### config.mk
export PLATFORM = sky130hd
export DESIGN_NAME = dut_result_check
export DESIGN_NICKNAME = d
export VERILOG_FILES = /design/src/rtl/dut_pkg.sv /design/src/rtl/dut_stat_counter.sv /design/src/rtl/dut_result_check.sv
export SDC_FILE = /design/constraint.sdc
export NUM_CORES = 1
export LEC_CHECK = 0
export CORE_ASPECT_RATIO = 0.9
export CORE_MARGIN = 2
export CORE_UTILIZATION = 40
export DETAILED_ROUTE_END_ITERATION = 8
export PLACE_DENSITY = 0.78
export SYNTH_ARGS = -nofsm -noshare
export SYNTH_HDL_FRONTEND = slang
export SYNTH_SLANG_ARGS = --single-unit
### constraint.sdc
create_clock -name clock -period 5.88 [get_ports clock]
set_input_delay 0.882 -clock clock [delete_from_list [all_inputs] [get_ports clock]]
set_output_delay 0.882 -clock clock [all_outputs]
set_load 0.02 [all_outputs]
### src/rtl/dut_pkg.sv
// Shared definitions for the DUT interface blocks.
// Record widths, field offsets of the result record {result, cycle_count, timeout},
// field offsets of the expected record {mask, expected}, the verdict record
// layout and the result-checker state encoding.
package dut_pkg;

  localparam int unsigned RTF_WIDTH   = 24;
  localparam int unsigned CYCLE_RANGE = 5;
  localparam int unsigned IDX_WIDTH   = 16;

  localparam int unsigned RES_WIDTH = RTF_WIDTH + CYCLE_RANGE + 1;
  localparam int unsigned EXP_WIDTH = 2 * RTF_WIDTH;
  localparam int unsigned CHK_WIDTH = IDX_WIDTH + RTF_WIDTH + CYCLE_RANGE + 2;

  // Result record {result, cycle_count, timeout}, shared with dut_writeback
  localparam int unsigned RES_TIMEOUT_BIT = 0;
  localparam int unsigned RES_CYCLE_LSB   = 1;
  localparam int unsigned RES_RESULT_LSB  = 1 + CYCLE_RANGE;

  // Expected record {mask, expected}
  localparam int unsigned EXP_VALUE_LSB = 0;
  localparam int unsigned EXP_MASK_LSB  = RTF_WIDTH;

  // Verdict record pushed to the check FIFO
  typedef struct packed {
    logic [IDX_WIDTH-1:0]   index;
    logic [RTF_WIDTH-1:0]   diff;
    logic [CYCLE_RANGE-1:0] cycle_count;
    logic                   timeout;
    logic                   pass;
  } chk_rec_t;

  // Result-checker state encoding
  localparam logic [1:0] ENC_IDLE    = 2'd0;
  localparam logic [1:0] ENC_CAPTURE = 2'd1;
  localparam logic [1:0] ENC_EMIT    = 2'd2;

  typedef enum logic [1:0] {
    ST_IDLE    = ENC_IDLE,
    ST_CAPTURE = ENC_CAPTURE,
    ST_EMIT    = ENC_EMIT
  } chk_state_t;

endpackage

### src/rtl/dut_stat_counter.sv
// Saturating statistics counter with synchronous clear and increment enable.
// Ports: clock, reset_n (sync, active-low), clear (zero, wins over inc),
//        inc (count up by one unless already all-ones), count (current value).
module dut_stat_counter
  import dut_pkg::*;
#(
  parameter int unsigned WIDTH = IDX_WIDTH
) (
  input  logic             clock,
  input  logic             reset_n,
  input  logic             clear,
  input  logic             inc,
  output logic [WIDTH-1:0] count
);

  // Hold at all-ones instead of wrapping
  always_ff @(posedge clock) begin
    if (!reset_n) begin
      count <= '0;
    end else if (clear) begin
      count <= '0;
    end else if (inc && (count != {WIDTH{1'b1}})) begin
      count <= count + WIDTH'(1);
    end
  end

endmodule

### src/rtl/dut_result_check.sv
// Result checker: pops one result record and one expected record together,
// masks and compares them, and pushes a verdict record to the check FIFO.
// Keeps vector / fail counts and the index of the first failing vector.
// Ports: clock, reset_n (sync, active-low)
//        rfifo_q/rfifo_rdreq/rfifo_rdempty   result FIFO read side (non-show-ahead)
//        efifo_q/efifo_rdreq/efifo_rdempty   expected FIFO read side (non-show-ahead)
//        cfifo_data/cfifo_wrreq/cfifo_wrfull check FIFO write side
//        clear                                zero all statistics
//        vec_count, fail_count, first_fail, first_fail_valid  statistics
//        busy                                 not in IDLE
module dut_result_check
  import dut_pkg::*;
(
  input  logic                 clock,
  input  logic                 reset_n,
  input  logic [RES_WIDTH-1:0] rfifo_q,
  output logic                 rfifo_rdreq,
  input  logic                 rfifo_rdempty,
  input  logic [EXP_WIDTH-1:0] efifo_q,
  output logic                 efifo_rdreq,
  input  logic                 efifo_rdempty,
  output logic [CHK_WIDTH-1:0] cfifo_data,
  output logic                 cfifo_wrreq,
  input  logic                 cfifo_wrfull,
  input  logic                 clear,
  output logic [IDX_WIDTH-1:0] vec_count,
  output logic [IDX_WIDTH-1:0] fail_count,
  output logic [IDX_WIDTH-1:0] first_fail,
  output logic                 first_fail_valid,
  output logic                 busy
);

  chk_state_t state;
  logic       clear_pend;

  logic [RTF_WIDTH-1:0]   diff_r;
  logic [CYCLE_RANGE-1:0] cycle_r;
  logic                   timeout_r;
  logic                   pass_r;

  logic [RTF_WIDTH-1:0]   res_value;
  logic [CYCLE_RANGE-1:0] res_cycle;
  logic                   res_timeout;
  logic [RTF_WIDTH-1:0]   exp_value;
  logic [RTF_WIDTH-1:0]   exp_mask;
  logic [RTF_WIDTH-1:0]   cap_diff;

  logic     stat_clr;
  logic     pop;
  logic     push;
  chk_rec_t rec;

  // Unpack the FIFO read data (valid in CAPTURE)
  assign res_value   = rfifo_q[RES_RESULT_LSB +: RTF_WIDTH];
  assign res_cycle   = rfifo_q[RES_CYCLE_LSB +: CYCLE_RANGE];
  assign res_timeout = rfifo_q[RES_TIMEOUT_BIT];
  assign exp_value   = efifo_q[EXP_VALUE_LSB +: RTF_WIDTH];
  assign exp_mask    = efifo_q[EXP_MASK_LSB +: RTF_WIDTH];
  assign cap_diff    = (res_value ^ exp_value) & exp_mask;

  // A pending or fresh clear takes the IDLE cycle; the pop waits one cycle
  assign stat_clr = (state == ST_IDLE) && (clear || clear_pend);
  assign pop      = (state == ST_IDLE) && !stat_clr &&
                    !rfifo_rdempty && !efifo_rdempty && !cfifo_wrfull;
  assign push     = (state == ST_EMIT) && !cfifo_wrfull;

  assign rfifo_rdreq = pop;
  assign efifo_rdreq = pop;
  assign cfifo_wrreq = push;
  assign busy        = (state != ST_IDLE);

  // Verdict record; all fields are registers, so it is stable through EMIT
  always_comb begin
    rec             = '0;
    rec.index       = vec_count;
    rec.diff        = diff_r;
    rec.cycle_count = cycle_r;
    rec.timeout     = timeout_r;
    rec.pass        = pass_r;
  end
  assign cfifo_data = rec;

  // Control FSM, capture registers and first-fail tracking
  always_ff @(posedge clock) begin
    if (!reset_n) begin
      state            <= ST_IDLE;
      clear_pend       <= 1'b0;
      diff_r           <= '0;
      cycle_r          <= '0;
      timeout_r        <= 1'b0;
      pass_r           <= 1'b0;
      first_fail       <= '0;
      first_fail_valid <= 1'b0;
    end else begin
      // Clear outside IDLE is remembered until the vector in flight is counted
      if (clear && (state != ST_IDLE)) begin
        clear_pend <= 1'b1;
      end
      case (state)
        ST_IDLE: begin
          if (stat_clr) begin
            clear_pend       <= 1'b0;
            first_fail       <= '0;
            first_fail_valid <= 1'b0;
          end else if (pop) begin
            state <= ST_CAPTURE;
          end
        end
        ST_CAPTURE: begin
          diff_r    <= cap_diff;
          cycle_r   <= res_cycle;
          timeout_r <= res_timeout;
          pass_r    <= (cap_diff == '0) && !res_timeout;
          state     <= ST_EMIT;
        end
        ST_EMIT: begin
          if (push) begin
            if (!pass_r && !first_fail_valid) begin
              first_fail       <= vec_count;
              first_fail_valid <= 1'b1;
            end
            state <= ST_IDLE;
          end
        end
        default: state <= ST_IDLE;
      endcase
    end
  end

  dut_stat_counter #(.WIDTH(IDX_WIDTH)) u_vec_count (
    .clock   (clock),
    .reset_n (reset_n),
    .clear   (stat_clr),
    .inc     (push),
    .count   (vec_count)
  );

  dut_stat_counter #(.WIDTH(IDX_WIDTH)) u_fail_count (
    .clock   (clock),
    .reset_n (reset_n),
    .clear   (stat_clr),
    .inc     (push && !pass_r),
    .count   (fail_count)
  );

endmodule

Word-level counts from Yosys, hierarchy flattened
Cells that the tools add are included.
{"block": "word_totals", "reg_bits": 83, "input_bits": 84}
{"block": "classes", "addsub": 2, "eq_ne": 9, "muxes": 15, "bitwise": 3, "reduce_logical": 27}
{"op": "$mux W16", "count": 3}
{"op": "$add A16 B1 Y16 const B", "count": 2}
{"op": "$ne A16 B16 Y1 const B", "count": 2}
{"op": "$pmux W16 S2", "count": 1}
{"op": "$and A24 B24 Y24", "count": 1}
{"op": "$logic_not A24 Y1", "count": 1}
{"op": "$xor A24 B24 Y24", "count": 1}
{"op": "$logic_and A1 B1 Y1", "count": 12}
{"op": "$ne A2 B2 Y1 const B", "count": 4}
{"op": "$logic_not A1 Y1", "count": 7}
{"op": "$mux W1", "count": 6}
{"op": "$mux W2", "count": 3}
{"op": "$pmux W2 S3", "count": 1}
{"op": "$reduce_and A4 Y1", "count": 1}
{"op": "$reduce_bool A2 Y1", "count": 2}
{"op": "$reduce_and A3 Y1", "count": 1}
{"op": "$eq A2 B1 Y1 const B", "count": 1}
{"op": "$eq A2 B2 Y1 const B", "count": 1}
{"op": "$logic_not A2 Y1", "count": 1}
{"op": "$ne A2 B1 Y1 const B", "count": 1}
{"op": "$pmux W1 S2", "count": 1}
{"op": "$reduce_or A2 Y1", "count": 1}
{"op": "$logic_or A1 B1 Y1", "count": 1}
{"op": "$not A1 Y1", "count": 1}

Logic depth before layout (Yosys ltp)
Gate-level depths: netlist of the first run.
{"block": "logic_depth", "depth_word": 10, "depth_mapped": 7, "mapped_depth_nobuf": 6}

By module
Synthesis of the first run repeated with hierarchy kept, for this count alone.
{"block": "unflattened", "cells_unflattened": 486, "area_unflattened_um2": 4239.1}
{"mod": "dut_result_check", "instances": 1, "cells_per_inst": 304, "area_per_inst_um2": 2509.9, "seq_area_each_um2": 1021.0}
{"mod": "dut_stat_counter", "instances": 2, "cells_per_inst": 91, "area_per_inst_um2": 864.6, "seq_area_each_um2": 320.3}

Worst setup path after synthesis of the first run
OpenSTA, ideal clock, no wires.
{"block": "synth_timing", "kind": "input to output", "start": "input clear", "end": "output rfifo_rdreq", "t_arrival_ps": 2240, "t_required_ps": 4998, "path_slack_ps": 2758, "stages": 3, "cell_sequence": "or3_1 > nor4_1 > buf_4"}
{"block": "synth_between", "elab_chain_len": 7}
{"item": "start: declaration", "line_no": "dut_result_check.sv:25", "rtl": "input logic clear,"}
{"item": "$logic_or A1 B1 Y1", "line_no": "dut_result_check.sv:62", "rtl": "assign stat_clr = (state == ST_IDLE) && (clear || clear_pend);"}
{"item": "$logic_and A1 B1 Y1", "line_no": "dut_result_check.sv:62"}
{"item": "$logic_not A1 Y1", "line_no": "dut_result_check.sv:63", "rtl": "assign pop = (state == ST_IDLE) && !stat_clr &&"}
{"item": "$logic_and A1 B1 Y1 (2 in series)", "line_no": "dut_result_check.sv:63"}
{"item": "$logic_and A1 B1 Y1 (2 in series)", "line_no": "dut_result_check.sv:64", "rtl": "!rfifo_rdempty && !efifo_rdempty && !cfifo_wrfull;"}
{"item": "end: declaration", "line_no": "dut_result_check.sv:17", "rtl": "output logic rfifo_rdreq,"}
Every way passes these cells.

Worst setup path in the final report of the first run
{"block": "layout_timing", "start": "input clear", "end": "output efifo_rdreq"}
{"block": "layout_between", "elab_chain_len": 7}
{"item": "$logic_or A1 B1 Y1", "line_no": "dut_result_check.sv:62"}
{"item": "$logic_and A1 B1 Y1", "line_no": "dut_result_check.sv:62"}
{"item": "$logic_not A1 Y1", "line_no": "dut_result_check.sv:63"}
{"item": "$logic_and A1 B1 Y1 (2 in series)", "line_no": "dut_result_check.sv:63"}
{"item": "$logic_and A1 B1 Y1 (2 in series)", "line_no": "dut_result_check.sv:64"}
{"item": "end: declaration", "line_no": "dut_result_check.sv:20", "rtl": "output logic efifo_rdreq,"}
Every way passes these cells.

==> metrics.txt, run 1 <==
outcome=finished, final reports clean; Nets=718; detailed-route DRC error count=0; routed len/inst=14.9 microns; family with the most delay on the worst path=buffers and inverters; fin cells=763; diode count=0; fraction of layout cells with a size suffix above 1=0.0392; vias per cell=4.99; type of the worst min-delay path=register to register; Die Area=10800 sq um; CTS tree=yes; Die X=109 microns; Critical Path AT=2.72 ns; crit path capture type=output pin; hold buffers post-CTS=0; Tot GR Track Use=0.218; final core occ=0.616; Post-synth EDFFs=0; Yosys warning count=0; Synth Cell Area=3990 sq um; Register Area=1660 sq um; fillers=887; CTS root buf=clkbuf_8; Total Routed Length=between 10000 and 15000 microns; Num CTS Buffers=9; Vias=3809; Setup Crit Path Kind=input pin to output pin; depth of the CTS H-tree=3; Boundary Pins=~180; worst slew pin tran=0.993 ns; Post-CTS Setup Bufs=0; CTS sink count=a little over 80; Setup TNS Final=0 ns; unrepaired setup endpoints after global routing=false; Worst EP required=5.00 ns; Slew HR=0.332; Slowest Stage Delay on Critical Path=0.70 ns; CTS clk-pin slew, worst paths=about 0.080 ns; top cells by area, synth=dfxtp_1 (42%), nand2_1 (6.5%), nor2b_1 (5.6%), xnor2_1 (5.5%), xor2_1 (5.3%); syn nets=561; Die Y=98.7 microns; Initial Util=0.411; initial drt markers=111; Leak Pwr=1.99 nW; Clock Latency Late Sink=0.35 ns; crit-path most repeated cell=clkdlybuf4s50_1; Routed Antenna Nets=0; GR Overflow Total=0; largest net degree at the start of global routing=54; initial antenna violation count=0; TritonRoute pass-1 iters=4; # rows=34; Max Root-Sink Buffers=2; Startpoint Class=input pin; final period utilization=0.612; Critical Path, Cell by Cell=clkdlybuf4s50_1, or3_1, nor4_1, clkdlybuf4s50_1; post-synthesis cell count=~480; WP buf/inv=2; global-route wire length before repair=18500 microns; placed cell count=747; Syn Area/Cell=between 8 and 9 sq um; Final Slew Violations=0; clk_skew=0.0109 ns; PostCTS Resize Cnt=0; Worst R2R Setup Slack=3.21 ns; I/O Buffers=183; area delta synth->final=49.9%; crit path max fanout=3; minimum clock period=3.60 ns; top achievable clock speed=0.278 GHz; area occupied by multi-input gates=between 2000 and 2500 sq um; total core area=roughly 9700 sq um; Pwr per Cell Area=181 nW/um^2; ys flop type=dfxtp_1; final hold violation count=0; register area share after synthesis=0.417; Routability Congestion=0.906; vias in the first global route=3820; peak supply drop=slightly above 100 uV; flops & latches, synth=83; max-cap viol count=0; Crit-path slowest cell=clkdlybuf4s50_1; post-synth cell types=41; Post-DP HPWL=8560 microns; Finish-stage setup viols=0; FFs w/ async S/R, synth=0; area leader, netlist=dfxtp_1; share of the synthesized area in the top cell type=0.417
[worst min-delay path: stages (launching register included)]
cell and delay [ns]:
dfxtp_1 0.31, nand2_1 0.05, a21boi_0 0.07
[synth_stat cells (all sizes together) (3+ instances only)]
| cell type | number |
|---|---|
| nand4 | 14 |
| nor2 | 35 |
| mux2i | 3 |
| nor2b | 36 |
| nor3 | 16 |
| o21ai | 22 |
| nor4 | 11 |
| and2 | 20 |
| nand3 | 12 |
| nor3b | 3 |
| clkbuf | 18 |
| nor4b | 4 |
| xnor2 | 25 |
| or3 | 3 |
| buf | 23 |
| dfxtp | 83 |
| nand2 | 69 |
| and4 | 3 |
| a21oi | 4 |
| xor2 | 24 |
| a21boi | 12 |
| a31oi | 16 |
[kinds of logic after synthesis]
group                    share of synthesized area
flip-flops                                   0.417
AND/OR/NAND/NOR                              0.309
XOR/XNOR                                     0.108
adder cells (fa/ha/maj)                    0.00628
buffers and inverters                       0.0603
AO/OA/AOI/OAI                               0.0926
multiplexers                               0.00753
[routing by layer]
layer,share of wire,up-vias,track usage
met3,0.058,19,0.0622
met2,0.49,102,0.365
li1,-,1917,-
met1,0.44,1771,0.266
met4,0.019,0,0.0789
met5,0,-,0
[final timing paths]
kind / start / to / depth (start not counted)
min: timeout_r / timeout_r / 2
max: clear / efifo_rdreq / 4
max reg2reg: state[1] / u_vec_count.count[15] / 5
min reg2reg: timeout_r / timeout_r / 2
[stage by stage]
step | power, mW | hold WS, ns | area (sq um) | setup WS, ns
floorplan | 0.622 | 0.444 | 3990 | 2.76
global placement | 0.698 | 0.450 | 5780 | 2.38
detailed placement | 0.700 | 0.461 | 5780 | 2.31
CTS | 1.10 | 0.473 | 5980 | 2.30
global route | 1.13 | 0.485 | 5980 | 2.21
finish | 1.08 | 0.470 | 5980 | 2.28
[final cells by class]
cell class,instances,area share
multi-input cells,350,0.350
repair buffers,187,0.312
flip-flops and latches,83,0.278
clock buffers,12,0.0276
well taps,126,0.0264
clock inverters,4,0.00565
inverters,1,0.000628
[state kept, by name, indices dropped and copies added (netlist names)]
name                flops
clear_pend              1
cycle_r                 5
diff_r                 24
first_fail             16
first_fail_valid        1
pass_r                  1
state                   2
timeout_r               1
u_fail_count.count     16
u_vec_count.count      16
[power by group]
part | switching [mW] | total [mW] | leakage, nW | internal (mW)
logic | 0.0498 | 0.121 | 1.23 | 0.0711
clock network | 0.202 | 0.392 | 0.0988 | 0.190
registers | 0.00199 | 0.566 | 0.669 | 0.564
total | 0.254 | 1.08 | 1.99 | 0.825
[cells in the final DEF, fill, tap and decap left out, types with 11 or more instances in the layout]
| master | count |
|---|---|
| nor3_1 | 16 |
| xor2_1 | 24 |
| clkdlybuf4s50_1 | 183 |
| clkbuf_8 | 12 |
| a31oi_1 | 16 |
| dfxtp_1 | 83 |
| nor4_1 | 11 |
| and2_1 | 20 |
| nor2_1 | 35 |
| nand2_1 | 69 |
| a21boi_0 | 12 |
| nand4_1 | 14 |
| o21ai_0 | 21 |
| nor2b_1 | 36 |
| xnor2_1 | 25 |
| nand3_1 | 12 |
(Power assumes the default switching activity.)
==> run 2: changes to the inputs <==
Clock period 5.88 ns to 3.73 ns, I/O delays scaled along.
==> metrics.txt, run 2 (synthesis results as in run 1) <==
outcome=finished, final reports clean; # rows=34; Die Y=98.7 microns; commonest non-fill, non-tap cells in the layout=clkdlybuf4s50_1 (183), dfxtp_1 (83), nand2_1 (69); Startpoint Class=input pin; fraction of layout cells with a size suffix above 1=0.0407; depth of the CTS H-tree=3; Setup TNS Final=0 ns; vias in the first global route=3632; Worst R2R Setup Slack=between 1 and 1.5 ns; Critical Path AT=2.34 ns; Die Area=around 11000 sq um; diode count=0; minimum clock period=approximately 2.9 ns; max FFs per register=24; total core area=roughly 9700 sq um; Leak Pwr=1.99 nW; crit path capture type=output pin; crit path max fanout=3; routed len/inst=14.8 microns; top achievable clock speed=between 0.3 and 0.4 GHz; largest net degree at the start of global routing=51; Nets=720; CTS tree=yes; Total Routed Length=approximately 11000 microns; CTS clk-pin slew, worst paths=0.09 ns; I/O Buffers=183; clk_skew=0.0104 ns; Max Root-Sink Buffers=2; Die X=109 microns; type of the worst min-delay path=register to register; final hold violation count=0; Largest Register=diff_r; worst slew pin tran=1.07 ns; CTS root buf=clkbuf_8; Power Total=1.65 mW; Finish-stage setup viols=0; Routed Antenna Nets=0; area delta synth->final=49.6%; hold buffers post-CTS=0; final period utilization=0.777; initial drt markers=between 100 and 150; Tot GR Track Use=0.210; CTS sink count=between 80 and 90; Boundary Pins=approximately 180; global-route wire length before repair=18100 microns; Min Hold Slack=0.471 ns; peak supply drop=187 uV; most common cell after layout, fill and taps aside=clkdlybuf4s50_1; final core occ=0.615; Clock Latency Late Sink=0.34 ns; Worst EP required=3.17 ns; Routability Congestion=0.916; unrepaired setup endpoints after global routing=false; Pwr per Cell Area=277 nW/um^2; Num CTS Buffers=9; Final Slew Violations=0; Vias=3850; Initial Util=0.411; Setup Crit Path Kind=input pin to output pin; Slew HR=0.282; TritonRoute pass-1 iters=4; Post-CTS Setup Bufs=0; vias per cell=5.03; initial antenna violation count=0; PostCTS Resize Cnt=0; Post-DP HPWL=~8400 microns; detailed-route DRC error count=0; max-cap viol count=0; GR Overflow Total=0
==> run 2: changes by cell type in the layout (fill, tap and decap cells not counted), sizes merged <==
cell and change:
clkinv +1, clkinvlp +1, buf +2, clkbuf -2
==> run 2: path summary, 6_finish.rpt <==
check / start / to / cells after the start
max: clear / efifo_rdreq / 4
min: cycle_r[1] / cycle_r[1] / 2
max reg2reg: state[1] / u_fail_count.count[15] / 6
min reg2reg: cycle_r[1] / cycle_r[1] / 2
==> run 2: where the power goes <==
group | internal (mW) | switching [mW]
registers | 0.889 | 0.00204
logic | 0.112 | 0.0797
clock network | 0.242 | 0.327
==> run 2: worst max-delay path, stage by stage <==
cell and delay [ns]:
clkdlybuf4s50_1 0.44, or3_1 0.36, nor4_1 0.30, clkdlybuf4s50_1 0.68
==> run 2: final cells by class <==
type / instances / area, sq um
multi-input combinational: 350 / 2090
fill: 859 / 3740
inverter: 1 / 3.75
clock buffer: 10 / 128
sequential: 83 / 1660
tap: 126 / 158
timing repair buffer: 189 / 1880
clock inverter: 6 / 42.5
==> run 2: per-stage QoR <==
stage / instances / setup slack (ns) / area [sq um]
floorplan: 475 / 1.25 / 3990
finish: 765 / 0.831 / 5960
global placement: 749 / 0.862 / 5790
global route: 765 / 0.657 / 5960
CTS: 765 / 0.829 / 5960
detailed placement: 749 / 0.838 / 5790
==> run 2: per-layer routing <==
metal | global-route usage | vias to the layer above | part of all wire
met5 | 0 | - | 0
met4 | 0.0682 | 0 | 0.023
met3 | 0.0423 | 21 | 0.050
met2 | 0.351 | 107 | 0.48
met1 | 0.271 | 1801 | 0.45
li1 | - | 1921 | -
==> RTL change 1: new RTL, settings of run 2 <==
Put a register stage on the output `fail_count`, with the module's reset. The value now appears one clock later. The other outputs are not delayed to match.
--- a/src/rtl/dut_result_check.sv
+++ b/src/rtl/dut_result_check.sv
@@ -31,2 +31,4 @@
 );
+
+  logic [IDX_WIDTH-1:0] fail_count_d;
 
@@ -142,4 +144,12 @@
     .inc     (push && !pass_r),
-    .count   (fail_count)
+    .count   (fail_count_d)
   );
+
+  always_ff @(posedge clock) begin
+    if (!reset_n) begin
+      fail_count <= '0;
+    end else begin
+      fail_count <= fail_count_d;
+    end
+  end
 
Function: changed (Yosys sat finds a counterexample within 4 cycles, from zero or initial values and one cycle with reset_n low).
==> RTL change 1 against run 2 <==
Routed wire length rose by 1.6%; clock power rose by 62%; synthesized area rose by 12%; final cell count rose by 7.3%; power rose by 32%; first-iteration DRC count rose by 16%; sequential power rose by 19%; via count rose by 5.2%; sequential cell count rose by 16; synthesized cell count rose by 7.6%; final area rose by 10%; setup slack got worse by 0.034 ns; highest routed layer unchanged.
==> RTL change 1: results (changes against run 2) <==
run_status:
  status: "complete, no violations"  # unchanged
route:
  dr.first_iter.drc_count: 148  # was 128
  vias_per_cell: 4.93  # was 5.03
  drt_wl_total_um: 11500  # was 11300 µm
pwr:
  ir_drop_uv: 241  # was 187 µV
  pg_seq_mw: 1.06  # was 0.891 mW
  power_frac_comb_pct: 8.8  # was 11.6%
  p_leak_nw: 2.30  # was 1.99 nW
  switching_share_pct: 22.2  # was 24.7%
worst_setup_path:
  crit_start: "efifo_rdempty"  # was clear
  arrival_ns: 2.37  # was 2.34 ns
finish:
  drive_gt1_share_pct: 4.19  # was 4.07%
  final_cells: 821  # was 765
  fin_nets: 751  # was 720
  fill_cells: 920  # was 859
yosys:
  syn-num-nets: 597  # was 561
  yosys_warnings: 0  # unchanged
  synth_common_cells: "dfxtp_1, nand2_1, xor2_1"  # was dfxtp_1, nand2_1, nor2b_1
  ys_types: 50  # was 41
  synth_area_leaders: "dfxtp_1, xor2_1, nand2_1"  # was dfxtp_1, nand2_1, nor2b_1
  syn_inst: 511  # was 475
min_path:
  hold_start: "diff_r[8]"  # was cycle_r[1]
global_routing:
  grt_first_pass_wirelength_um: 18700  # was 18100 µm
  gr-usage-all-layers_pct: 19.4  # was 21.0%
  grt_pass1_vias: 3942  # was 3632
placed_design:
  post-place-cells: 806  # was 749
  dp_slack_ns: 0.778  # was 0.838 ns
clocking:
  cts.clk_slew.worst_paths_ns: 0.06  # was 0.09 ns
timing:
  finClkSkew_ns: 0.00692  # was 0.0104 ns
## RTL change 1: cell count changes after synthesis, moves of 5 or more
| cell | delta |
|---|---|
| xnor2_1 | -17 |
| xor2_1 | +16 |
| dfxtp_1 | +16 |
| nand2_1 | -5 |
| nor3_1 | -9 |
| nand3_1 | +9 |
| nor4_1 | -8 |
| o211ai_1 | +5 |
| and2_1 | +16 |
## RTL change 1: routing by layer
metal  routed length [µm]  part of all wire (%)  global-route usage (%)
met1                 4540                    39                    21.5
met4                  251                   2.2                    6.88
met3                  983                   8.5                    7.34
met5                    0                     0                       0
met2                 5740                    50                    33.6
## RTL change 1: worst paths after layout
check,end,slack [ns],depth (start not counted)
worst min register to register,diff_r[8],0.47,2
worst max register to register,u_vec_count.count[2],1.62,5
worst max-delay path,efifo_rdreq,0.80,4
worst min-delay path,diff_r[8],0.47,2
## RTL change 1: through the flow
stage	cell area (µm²)	hold slack, ns
6_report	6560	0.467
5_1_grt	6560	0.493
4_1_cts	6560	0.471
3_5_place_dp	6270	0.462
3_3_place_gp	6270	0.450
2_1_floorplan	4470	0.444
## RTL change 1: cell families (layout without fill, tap and decap cells)
group | count (synthesis) | count (layout) | share of synthesized area, %
compound gates | 74 | 74 | 10.9
xor+xnor | 48 | 48 | 9.41
fa+ha+maj | 2 | 2 | 0.560
buf+inv | 46 | 204 | 5.88
flops | 99 | 99 | 44.3
mux | 3 | 3 | 0.672
simple gates | 239 | 239 | 28.3
## RTL change 1: layout make-up
type | instances | area [µm²] | share of cell area, %
Sequential cell | 99 | 1980 | 30.2
Timing Repair Buffer | 187 | 1860 | 28.3
Tap cell | 152 | 190 | 2.90
Multi-Input combinational cell | 366 | 2230 | 34.0
Clock buffer | 10 | 229 | 3.49
Clock inverter | 5 | 62.6 | 0.954
Inverter | 2 | 7.51 | 0.114
==> RTL change 2: new RTL, flow settings as in run 2 <==
Without the edit above. The package constant `CYCLE_RANGE` goes from 5 to 6.
--- a/src/rtl/dut_pkg.sv
+++ b/src/rtl/dut_pkg.sv
@@ -7,3 +7,3 @@
   localparam int unsigned RTF_WIDTH   = 24;
-  localparam int unsigned CYCLE_RANGE = 5;
+  localparam int unsigned CYCLE_RANGE = 6;
   localparam int unsigned IDX_WIDTH   = 16;
Ports: changed (resized cfifo_data and rfifo_q); port bits go from 184 to 186. No check against the original RTL was run, so the function may have changed too.
==> RTL change 2 against run 2 <==
Power rose by 10%; setup slack got worse by 0.33 ns; routed wire length rose by 1.9%; maximum frequency fell by 10%; synthesized area rose by 1.5%; first-iteration DRC count rose by 28%; sequential cell count rose by 1; global-route usage rose by 0.94 points; final area rose by 2.0%; sequential share of layout area fell by 0.22 points; largest cell class unchanged.
==> RTL change 2: results (changes against run 2) <==
worst_setup_path:
  slowest_delay_ns: 0.89  # was 0.68 ns
  arrival_ns: 2.66  # was 2.34 ns
  cp_top_family: "flip-flops"  # was buffers and inverters
  cp_max_fo: 25  # was 3
  slowest_stage: "dfxtp_1"  # was clkdlybuf4s50_1
run_status:
  status: "complete, no violations"  # unchanged
placed_design:
  dpl.hpwl_um: 8650  # was 8420 µm
  gp_congestion: 0.934  # was 0.916
  port_buffers: 185  # was 183
clocking:
  cts_resized: 0  # unchanged
  clkLatencyLatePin_ns: 0.36  # was 0.34 ns
  post_cts_buffers: 0  # unchanged
finish:
  fin_nets: 734  # was 720
  drive_gt1_share_pct: 3.69  # was 4.07%
  fill_cells: 855  # was 859
  diodes: 0  # unchanged
  top_register: "diff_r"  # unchanged
global_routing:
  grt_max_degree: 55  # was 51
  grt_first_pass_wirelength_um: 18800  # was 18100 µm
  grt_pass1_vias: 3846  # was 3632
  gr-usage-all-layers_pct: 22.0  # was 21.0%
yosys:
  synth_common_cells: "dfxtp_1, nand2_1, nor2b_1"  # unchanged
  syn-num-nets: 578  # was 561
  synth_area_leaders: "dfxtp_1, nand2_1, xor2_1"  # was dfxtp_1, nand2_1, nor2b_1
  synth-seq-area-share_pct: 41.5  # was 41.7%
  synthArstFlopShare_pct: 0  # unchanged
  ys_types: 39  # was 41
pwr:
  ir_drop_uv: 254  # was 187 µV
  p_leak_nw: 2.08  # was 1.99 nW
  p_sw_mw: 0.400  # was 0.408 mW
route:
  routedWlPerCell_um: 14.9  # was 14.8 µm
  dr.first_iter.drc_count: 164  # was 128
  vias_per_cell: 4.99  # was 5.03
timing:
  finClkSkew_ns: 0.00907  # was 0.0104 ns
  max_slew.worst_pin.slew_ns: 0.889  # was 1.07 ns
## RTL change 2: cell types whose count changed after synthesis, moves of 3 or more
cell      change
and4_1        +3
xor2_1        +4
nand2_1       +4
clkbuf_1      +5
xnor2_1       -4
inv_1         +3
nor2_1        -3
nor4_1        -5
o21ai_0       +6
and3_1        +4
and2_1        +3
## RTL change 2: power by group through the flow
stage          Clock (mW)  Sequential (mW)  Combinational [mW]
3_5_place_dp            0            0.924               0.190
5_1_grt             0.788            0.903               0.206
2_1_floorplan           0            0.926              0.0671
6_report            0.728            0.903               0.190
4_1_cts             0.746            0.903               0.191
3_3_place_gp            0            0.924               0.188
## RTL change 2: logic make-up after synthesis
group | share of synthesized area (%)
mux | 0.247
xor+xnor | 10.6
compound gates | 9.95
buf+inv | 6.40
fa+ha+maj | 0.618
flops | 41.5
simple gates | 30.6
## RTL change 2: tightest hold or removal path: cells and delay by family (launching register included)
family	cells	cell delay, ns
compound gates	1	0.07
flops	1	0.31
simple gates	1	0.04
## RTL change 2: area by class of cell
| cell class | count | area [µm²] | share of cell area (%) |
|---|---|---|---|
| clock buffer | 11 | 151 | 2.49 |
| multi-input combinational | 358 | 2110 | 34.8 |
| clock inverter | 4 | 72.6 | 1.19 |
| inverter | 4 | 15.0 | 0.247 |
| sequential | 84 | 1680 | 27.6 |
| tap | 126 | 158 | 2.59 |
| timing repair buffer | 190 | 1890 | 31.1 |
## RTL change 2: through the flow
stage	setup WS (ns)	total power, mW	cells	hold slack (ns)	area, µm²
after floorplan	1.39	0.993	491	0.444	4050
after global placement	0.694	1.11	762	0.454	5860
after detailed placement	0.690	1.11	762	0.476	5860
after CTS	0.493	1.84	777	0.484	6080
after global routing	0.370	1.90	777	0.508	6080
final	0.506	1.82	777	0.477	6080
## RTL change 2: metal layers
layer / global-route usage [%] / vias up / routed length [µm]
li1: - / 1956 / -
met4: 7.50 / 0 / 223
met3: 7.01 / 17 / 799
met5: 0 / - / 0
met2: 37.5 / 117 / 5720
met1: 25.8 / 1785 / 4800
## RTL change 2: path summary, 6_finish.rpt
kind | startpoint | to | slack (ns) | cells after the start
worst max-delay path | state[1] | cfifo_wrreq | 0.51 | 3
worst min-delay path | cycle_r[3] | cycle_r[3] | 0.48 | 2
worst max register to register | state[1] | u_vec_count.count[15] | 1.07 | 5
worst min register to register | cycle_r[3] | cycle_r[3] | 0.48 | 2
